File: src/rtl/delay_line_arbiter_pkg.sv
`default_nettype none
// ============================================================================
// Module      : delay_line_arbiter_pkg
// Description : Shared constants, the tag record and a clog2 helper for the
//               delay-line arbiter. DL_DEPTH is the delay-line latency
//               (fifosize + 1).
// Ports       : none (package)
// Revision    : 1.0 - initial release
// ============================================================================
package delay_line_arbiter_pkg;

    localparam int DL_WIDTH    = 12;
    localparam int DL_FIFOSIZE = 10;
    localparam int DL_DEPTH    = DL_FIFOSIZE + 1;
    localparam int DL_NREQ     = 4;
    localparam int DL_MAX_OUT  = 4;

    // Owner ids are sized for the largest supported requester count (8).
    localparam int TAG_ID_W = 3;
    localparam int TAG_W    = 1 + TAG_ID_W;

    typedef struct packed {
        logic                v;
        logic [TAG_ID_W-1:0] id;
    } tag_t;

    // Ceiling log2, never less than 1 so vectors always have a bit.
    function automatic int clog2(input int value);
        int r;
        int v;
        r = 0;
        v = value - 1;
        while (v > 0) begin
            r = r + 1;
            v = v >> 1;
        end
        return (r < 1) ? 1 : r;
    endfunction

endpackage
`default_nettype wire

File: src/rtl/delay_line_arbiter_rr_arbiter.sv
`default_nettype none
// ============================================================================
// Module      : delay_line_arbiter_rr_arbiter
// Description : Combinational round-robin pick. Returns the first asserted
//               request found scanning ptr, ptr+1, ... modulo NREQ.
// Ports       : req_i   - request vector
//               ptr_i   - index with highest priority this cycle
//               grant_o - one-hot grant (0 when nothing requested)
//               idx_o   - granted index
//               any_o   - a grant exists
// Revision    : 1.0 - initial release
// ============================================================================
module delay_line_arbiter_rr_arbiter
    import delay_line_arbiter_pkg::*;
#(
    parameter int NREQ = DL_NREQ
) (
    input  logic [NREQ-1:0]     req_i,
    input  logic [TAG_ID_W-1:0] ptr_i,
    output logic [NREQ-1:0]     grant_o,
    output logic [TAG_ID_W-1:0] idx_o,
    output logic                any_o
);

    // Each request gets a rotated distance from ptr; the smallest distance
    // among asserted requests wins.
    always_comb begin
        int p;
        int d;
        int best_d;
        p      = int'(ptr_i);
        d      = 0;
        best_d = NREQ;
        idx_o  = '0;
        any_o  = 1'b0;
        for (int i = 0; i < NREQ; i++) begin
            d = (i >= p) ? (i - p) : (i + NREQ - p);
            if (req_i[i] && (d < best_d)) begin
                best_d = d;
                idx_o  = TAG_ID_W'(i);
                any_o  = 1'b1;
            end
        end
    end

    always_comb begin
        grant_o = '0;
        for (int i = 0; i < NREQ; i++) begin
            grant_o[i] = any_o && (idx_o == TAG_ID_W'(i));
        end
    end

endmodule
`default_nettype wire

File: src/rtl/delay_line_arbiter.sv
`default_nettype none
// ============================================================================
// Module      : delay_line_arbiter
// Description : Shares one free-running delay line between NREQ requesters.
//               One sample per cycle is picked round-robin and driven onto
//               the line; a parallel tag pipeline of the same depth returns
//               each output sample to its owner.
// Ports       : clk_i       - rising-edge clock (shared with the delay line)
//               reset_i     - synchronous active-high reset
//               req_valid_i - per-requester sample valid
//               req_data_i  - requester i data in [i*WIDTH +: WIDTH]
//               req_ready_o - one-hot accept strobe
//               pipe_din_o  - to delay-line input (0 on bubble)
//               pipe_dout_i - from delay-line output
//               rsp_valid_o - one-hot owner of pipe_dout_i this cycle
//               rsp_data_o  - pipe_dout_i pass-through
//               busy_o      - any sample in flight
// Revision    : 1.0 - initial release
// ============================================================================
module delay_line_arbiter
    import delay_line_arbiter_pkg::*;
#(
    parameter int WIDTH   = DL_WIDTH,
    parameter int DEPTH   = DL_DEPTH,
    parameter int NREQ    = DL_NREQ,
    parameter int MAX_OUT = DL_MAX_OUT
) (
    input  logic                  clk_i,
    input  logic                  reset_i,
    input  logic [NREQ-1:0]       req_valid_i,
    input  logic [NREQ*WIDTH-1:0] req_data_i,
    output logic [NREQ-1:0]       req_ready_o,
    output logic [WIDTH-1:0]      pipe_din_o,
    input  logic [WIDTH-1:0]      pipe_dout_i,
    output logic [NREQ-1:0]       rsp_valid_o,
    output logic [WIDTH-1:0]      rsp_data_o,
    output logic                  busy_o
);

    localparam int CNT_W = clog2(MAX_OUT + 1);

    logic [TAG_ID_W-1:0] ptr_q;
    logic [TAG_ID_W-1:0] ptr_d;
    tag_t                tag_q [DEPTH];
    logic [CNT_W-1:0]    cnt_q [NREQ];
    logic [CNT_W-1:0]    cnt_d [NREQ];

    logic [NREQ-1:0]     w_elig;
    logic [NREQ-1:0]     w_arb_grant;
    logic [TAG_ID_W-1:0] w_arb_idx;
    logic                w_arb_any;
    logic [NREQ-1:0]     w_grant;
    logic                w_gnt_any;
    logic [WIDTH-1:0]    w_din;
    tag_t                w_out_tag;
    logic [NREQ-1:0]     w_rsp_valid;
    logic                w_busy;

    // A requester is only eligible while it has room for another sample.
    always_comb begin
        w_elig = '0;
        for (int i = 0; i < NREQ; i++) begin
            w_elig[i] = req_valid_i[i] && (cnt_q[i] < CNT_W'(MAX_OUT));
        end
    end

    delay_line_arbiter_rr_arbiter #(
        .NREQ (NREQ)
    ) u_rr_arbiter (
        .req_i   (w_elig),
        .ptr_i   (ptr_q),
        .grant_o (w_arb_grant),
        .idx_o   (w_arb_idx),
        .any_o   (w_arb_any)
    );

    // No sample is accepted while reset is held.
    assign w_grant   = reset_i ? '0 : w_arb_grant;
    assign w_gnt_any = w_arb_any & ~reset_i;

    always_comb begin
        w_din = '0;
        for (int i = 0; i < NREQ; i++) begin
            if (w_grant[i]) begin
                w_din = req_data_i[i*WIDTH +: WIDTH];
            end
        end
    end

    always_comb begin
        ptr_d = ptr_q;
        if (w_gnt_any) begin
            if (int'(w_arb_idx) == NREQ - 1) begin
                ptr_d = '0;
            end else begin
                ptr_d = w_arb_idx + TAG_ID_W'(1);
            end
        end
    end

    // The last tag stage lines up with pipe_dout_i.
    assign w_out_tag = tag_q[DEPTH-1];

    always_comb begin
        w_rsp_valid = '0;
        for (int i = 0; i < NREQ; i++) begin
            w_rsp_valid[i] = w_out_tag.v && (w_out_tag.id == TAG_ID_W'(i));
        end
    end

    // Accept and response in the same cycle cancel out.
    always_comb begin
        for (int i = 0; i < NREQ; i++) begin
            cnt_d[i] = cnt_q[i];
            if (w_grant[i] && !w_rsp_valid[i]) begin
                cnt_d[i] = cnt_q[i] + CNT_W'(1);
            end else if (!w_grant[i] && w_rsp_valid[i] && (cnt_q[i] != '0)) begin
                cnt_d[i] = cnt_q[i] - CNT_W'(1);
            end
        end
    end

    always_comb begin
        w_busy = 1'b0;
        for (int i = 0; i < NREQ; i++) begin
            w_busy = w_busy | (cnt_q[i] != '0);
        end
    end

    always_ff @(posedge clk_i) begin
        if (reset_i) begin
            ptr_q <= '0;
            for (int s = 0; s < DEPTH; s++) begin
                tag_q[s] <= '0;
            end
            for (int i = 0; i < NREQ; i++) begin
                cnt_q[i] <= '0;
            end
        end else begin
            ptr_q       <= ptr_d;
            tag_q[0].v  <= w_gnt_any;
            tag_q[0].id <= w_arb_idx;
            for (int s = 1; s < DEPTH; s++) begin
                tag_q[s] <= tag_q[s-1];
            end
            for (int i = 0; i < NREQ; i++) begin
                cnt_q[i] <= cnt_d[i];
            end
        end
    end

    generate
        for (genvar gi = 0; gi < NREQ; gi++) begin : g_cnt_chk
            a_cnt_bound : assert property (@(posedge clk_i) disable iff (reset_i)
                cnt_q[gi] <= CNT_W'(MAX_OUT));
        end
    endgenerate

    assign req_ready_o = w_grant;
    assign pipe_din_o  = w_din;
    assign rsp_valid_o = w_rsp_valid;
    assign rsp_data_o  = pipe_dout_i;
    assign busy_o      = w_busy;

endmodule
`default_nettype wire

File: config.mk
export PLATFORM = sky130hd
export DESIGN_NAME = delay_line_arbiter
export DESIGN_NICKNAME = d
export VERILOG_FILES = /design/src/rtl/delay_line_arbiter_pkg.sv /design/src/rtl/delay_line_arbiter_rr_arbiter.sv /design/src/rtl/delay_line_arbiter.sv
export SDC_FILE = /design/constraint.sdc
export NUM_CORES = 1
export LEC_CHECK = 0
export CAP_MARGIN = 15
export CORE_ASPECT_RATIO = 1.75
export CORE_MARGIN = 1
export CORE_UTILIZATION = 30
export CTS_CLUSTER_DIAMETER = 200
export DETAILED_ROUTE_END_ITERATION = 8
export GPL_ROUTABILITY_DRIVEN = 0
export PLACE_DENSITY_LB_ADDON = 0.15
export SLEW_MARGIN = 20
export SYNTH_ARGS = -nofsm -noshare
export SYNTH_HDL_FRONTEND = slang
export SYNTH_SLANG_ARGS = --single-unit
export TNS_END_PERCENT = 5
File: constraint.sdc
create_clock -name clk_i -period 12.83 [get_ports clk_i]
set_input_delay 2.566 -clock clk_i [delete_from_list [all_inputs] [get_ports clk_i]]
set_output_delay 2.566 -clock clk_i [all_outputs]
set_load 0.01 [all_outputs]
==> impl_results.md <==
* Gr ovfl total at 0
* Worst slew pin tran at 0.755 ns
* Fin crit share at 0.883
* WL final at 6.95 mm
* Crit start category: input port
* Fin. Hold Viols at 0
* Final worst slack at approximately 1.5 ns
* # rows at 45
* Clock sink count at 47
* Iter 0 DRT Violations at just under 80
* # fillers at 888
* Register bit total from synthesis at 47
* Storage cell area at between 900 and 1000 µm²
* Initial Utilization at 0.309
* DP Wirelength at roughly 5.5 mm
* Area added between synthesis and finish at 34.4%
* Vias per inst at between 4 and 5
* Commonest non-fill, non-tap cell in the layout: clkdlybuf4s50_1
* Most common flop cell mapped by yosys: dfxtp_1
* Synth warn at 0
* Hold_buf cts at 0
* Total setup buffers inserted after CTS at 0
* Area of the multi-input gates at roughly 1600 µm²
* Crit-path max FO at 12
* Htree depth at 2
* Share of the synthesized area in the top cell type at 0.349
* Setup tns final at 0 ns
* Max Clock Freq at 88.3 MHz
* Skew final at 0.00452 ns
* Sequential area share after synthesis at 0.349
* EDFF count, synth at 0
* CP required at ~10 ns
* Final setup violation count at 0
* DRC at 0
* Chip height at 127 µm
* Dominant cells by area after synthesis: dfxtp_1, nor2b_1, ha_1, nand2_1, buf_4
* Final net count at about 440
* DR pass1 iterations at 4
* Placement Setup Slack at 1.52 ns
* GRT Total Usage at 0.153
* Pwr dens at 196 nW/µm²
* Largest area contributor in the netlist: dfxtp_1
* Crit path largest cell delay at between 0.6 and 0.7 ns
* Bufs on Longest Clock Path at 2
* Vias at about 2,300
* Vias in the first global route at 2,289
* RSZ-0062 raised after global routing: no
* Clock latency on the worst-skew pair at 0.29 ns
* Peak VDD IR at 0.0000828 V
* Global-route wire length before repair at roughly 11 mm
* Yosys cell types at 65
* Commonest non-fill, non-tap cells in the layout: clkdlybuf4s50_1, dfxtp_1, nor2b_1
* Tmin final at 11.33 ns
* Total CTS buffers at 5
* Core ar. at between 8000 and 9000 µm²
* Ratio of cells with drive above 1 in the final layout at 0.0959
* Cell area after synthesis at 2700 µm²
* CTS tree: built
* HP Class: flop to flop
* CTS resizes at 0
* Final antenna-violating net count at 0
* CP arrival at between 8 and 9 ns
* Mean routed wirelength per cell at approximately 14 µm
* Io pins at between 90 and 100
* IO buf count at 74
* Die width at about 74 µm
* Mean post-synth cell area at between 8 and 9 µm²
* Lkg Pwr at 0.00135 µW
* Initial antenna violation count at 0
* Post-Syn Instances at ~310
* CP endpoint kind: output port
* Clock-pin slew of the registers on the worst-case setup and hold paths at roughly 0.070 ns
* CTS Root Cell: clkbuf_16
* Diodes inserted at 0
* Largest net degree at the start of global routing at 50
* Crit path kind: input port to output port
* Asr flop ratio synth at 0
* Max-slew violations at 0
* MaxCap Viol Count at 0
* Die area at 9390 µm²
* CP most frequent cell: nand2_1
* CP max-delay cell: or4b_2
* Slew HR at 0.496
* Status: finished clean
[layout make-up]
class	instances	share of cell area
Tap cell	117	0.0404
Sequential cell	47	0.259
Inverter	16	0.0173
Timing Repair Buffer	75	0.206
Clock inverter	3	0.0131
Clock buffer	5	0.0345
Multi-Input combinational cell	219	0.429
[path summary, 6_finish.rpt]
path	start	endpoint	slack (ns)	depth (start not counted)
worst max-delay path	req_valid_i[0]	pipe_din_o[3]	1.50	25
worst min-delay path	tag_q[5][0]	tag_q[6][0]	0.43	1
worst max register to register	ptr_q[0]	cnt_q[0][2]	6.27	28
worst min register to register	tag_q[5][0]	tag_q[6][0]	0.43	1
[state kept, by name (all words and copies together), names as in the netlist]
signal,flops
ptr_q,2
cnt_q,12
tag_q,33
[logic make-up (layout without fill, tap and decap cells)]
family / after synthesis / count (layout) / synth area share
flops: 47 / 47 / 0.349
simple gates: 129 / 129 / 0.258
other cells: 1 / 3 / 0.00139
xor+xnor: 7 / 7 / 0.0255
buf+inv: 41 / 99 / 0.0779
mux: 7 / 7 / 0.0292
compound gates: 59 / 59 / 0.183
fa+ha+maj: 14 / 14 / 0.0760
[synth_stat cells, types with 5 or more instances]
cell type,count
dfxtp_1,47
buf_4,13
nor2b_1,34
nand3_1,17
o22ai_1,12
nor2_1,20
a31oi_1,13
ha_1,10
xnor2_1,5
clkbuf_1,7
inv_1,13
nand2_1,30
nor3_1,6
[layer usage]
metal | wire length, µm | global-route usage | vias to the layer above
met5 | 0 | 0 | -
met4 | 159 | 0.0679 | 0
met3 | 431 | 0.0308 | 15
met2 | 3740 | 0.298 | 81
met1 | 2610 | 0.148 | 1058
li1 | - | - | 1165
[worst max-delay path, delay by kind of cell]
family / cells / cell delay, ns
and+or+nand+nor: 10 / 2.45
buffers and inverters: 3 / 1.11
AOI/OAI and AO/OA: 8 / 1.68
adders and majority gates: 4 / 0.93
[power by group]
group / internal [µW] / switching, µW / total, µW
Sequential: 163 / 13.7 / 177
Combinational: 182 / 201 / 383
Clock: 92.9 / 57.3 / 150
Total: 438 / 272 / 710
[metrics by stage]
| step | cell area, µm² | total power (µW) | instances | utilization | hold slack, ns |
|---|---|---|---|---|---|
| 2_1_floorplan | 2710 | 433 | 307 | - | 0.414 |
| 3_3_place_gp | 3450 | 562 | 474 | 0.396 | 0.420 |
| 3_5_place_dp | 3450 | 565 | 474 | 0.396 | 0.424 |
| 4_1_cts | 3630 | 719 | 482 | 0.415 | 0.439 |
| 5_1_grt | 3630 | 767 | 482 | 0.415 | 0.448 |
| 6_report | 3630 | 710 | 482 | 0.415 | 0.434 |
No activity file was read; power rests on OpenSTA's default activity.
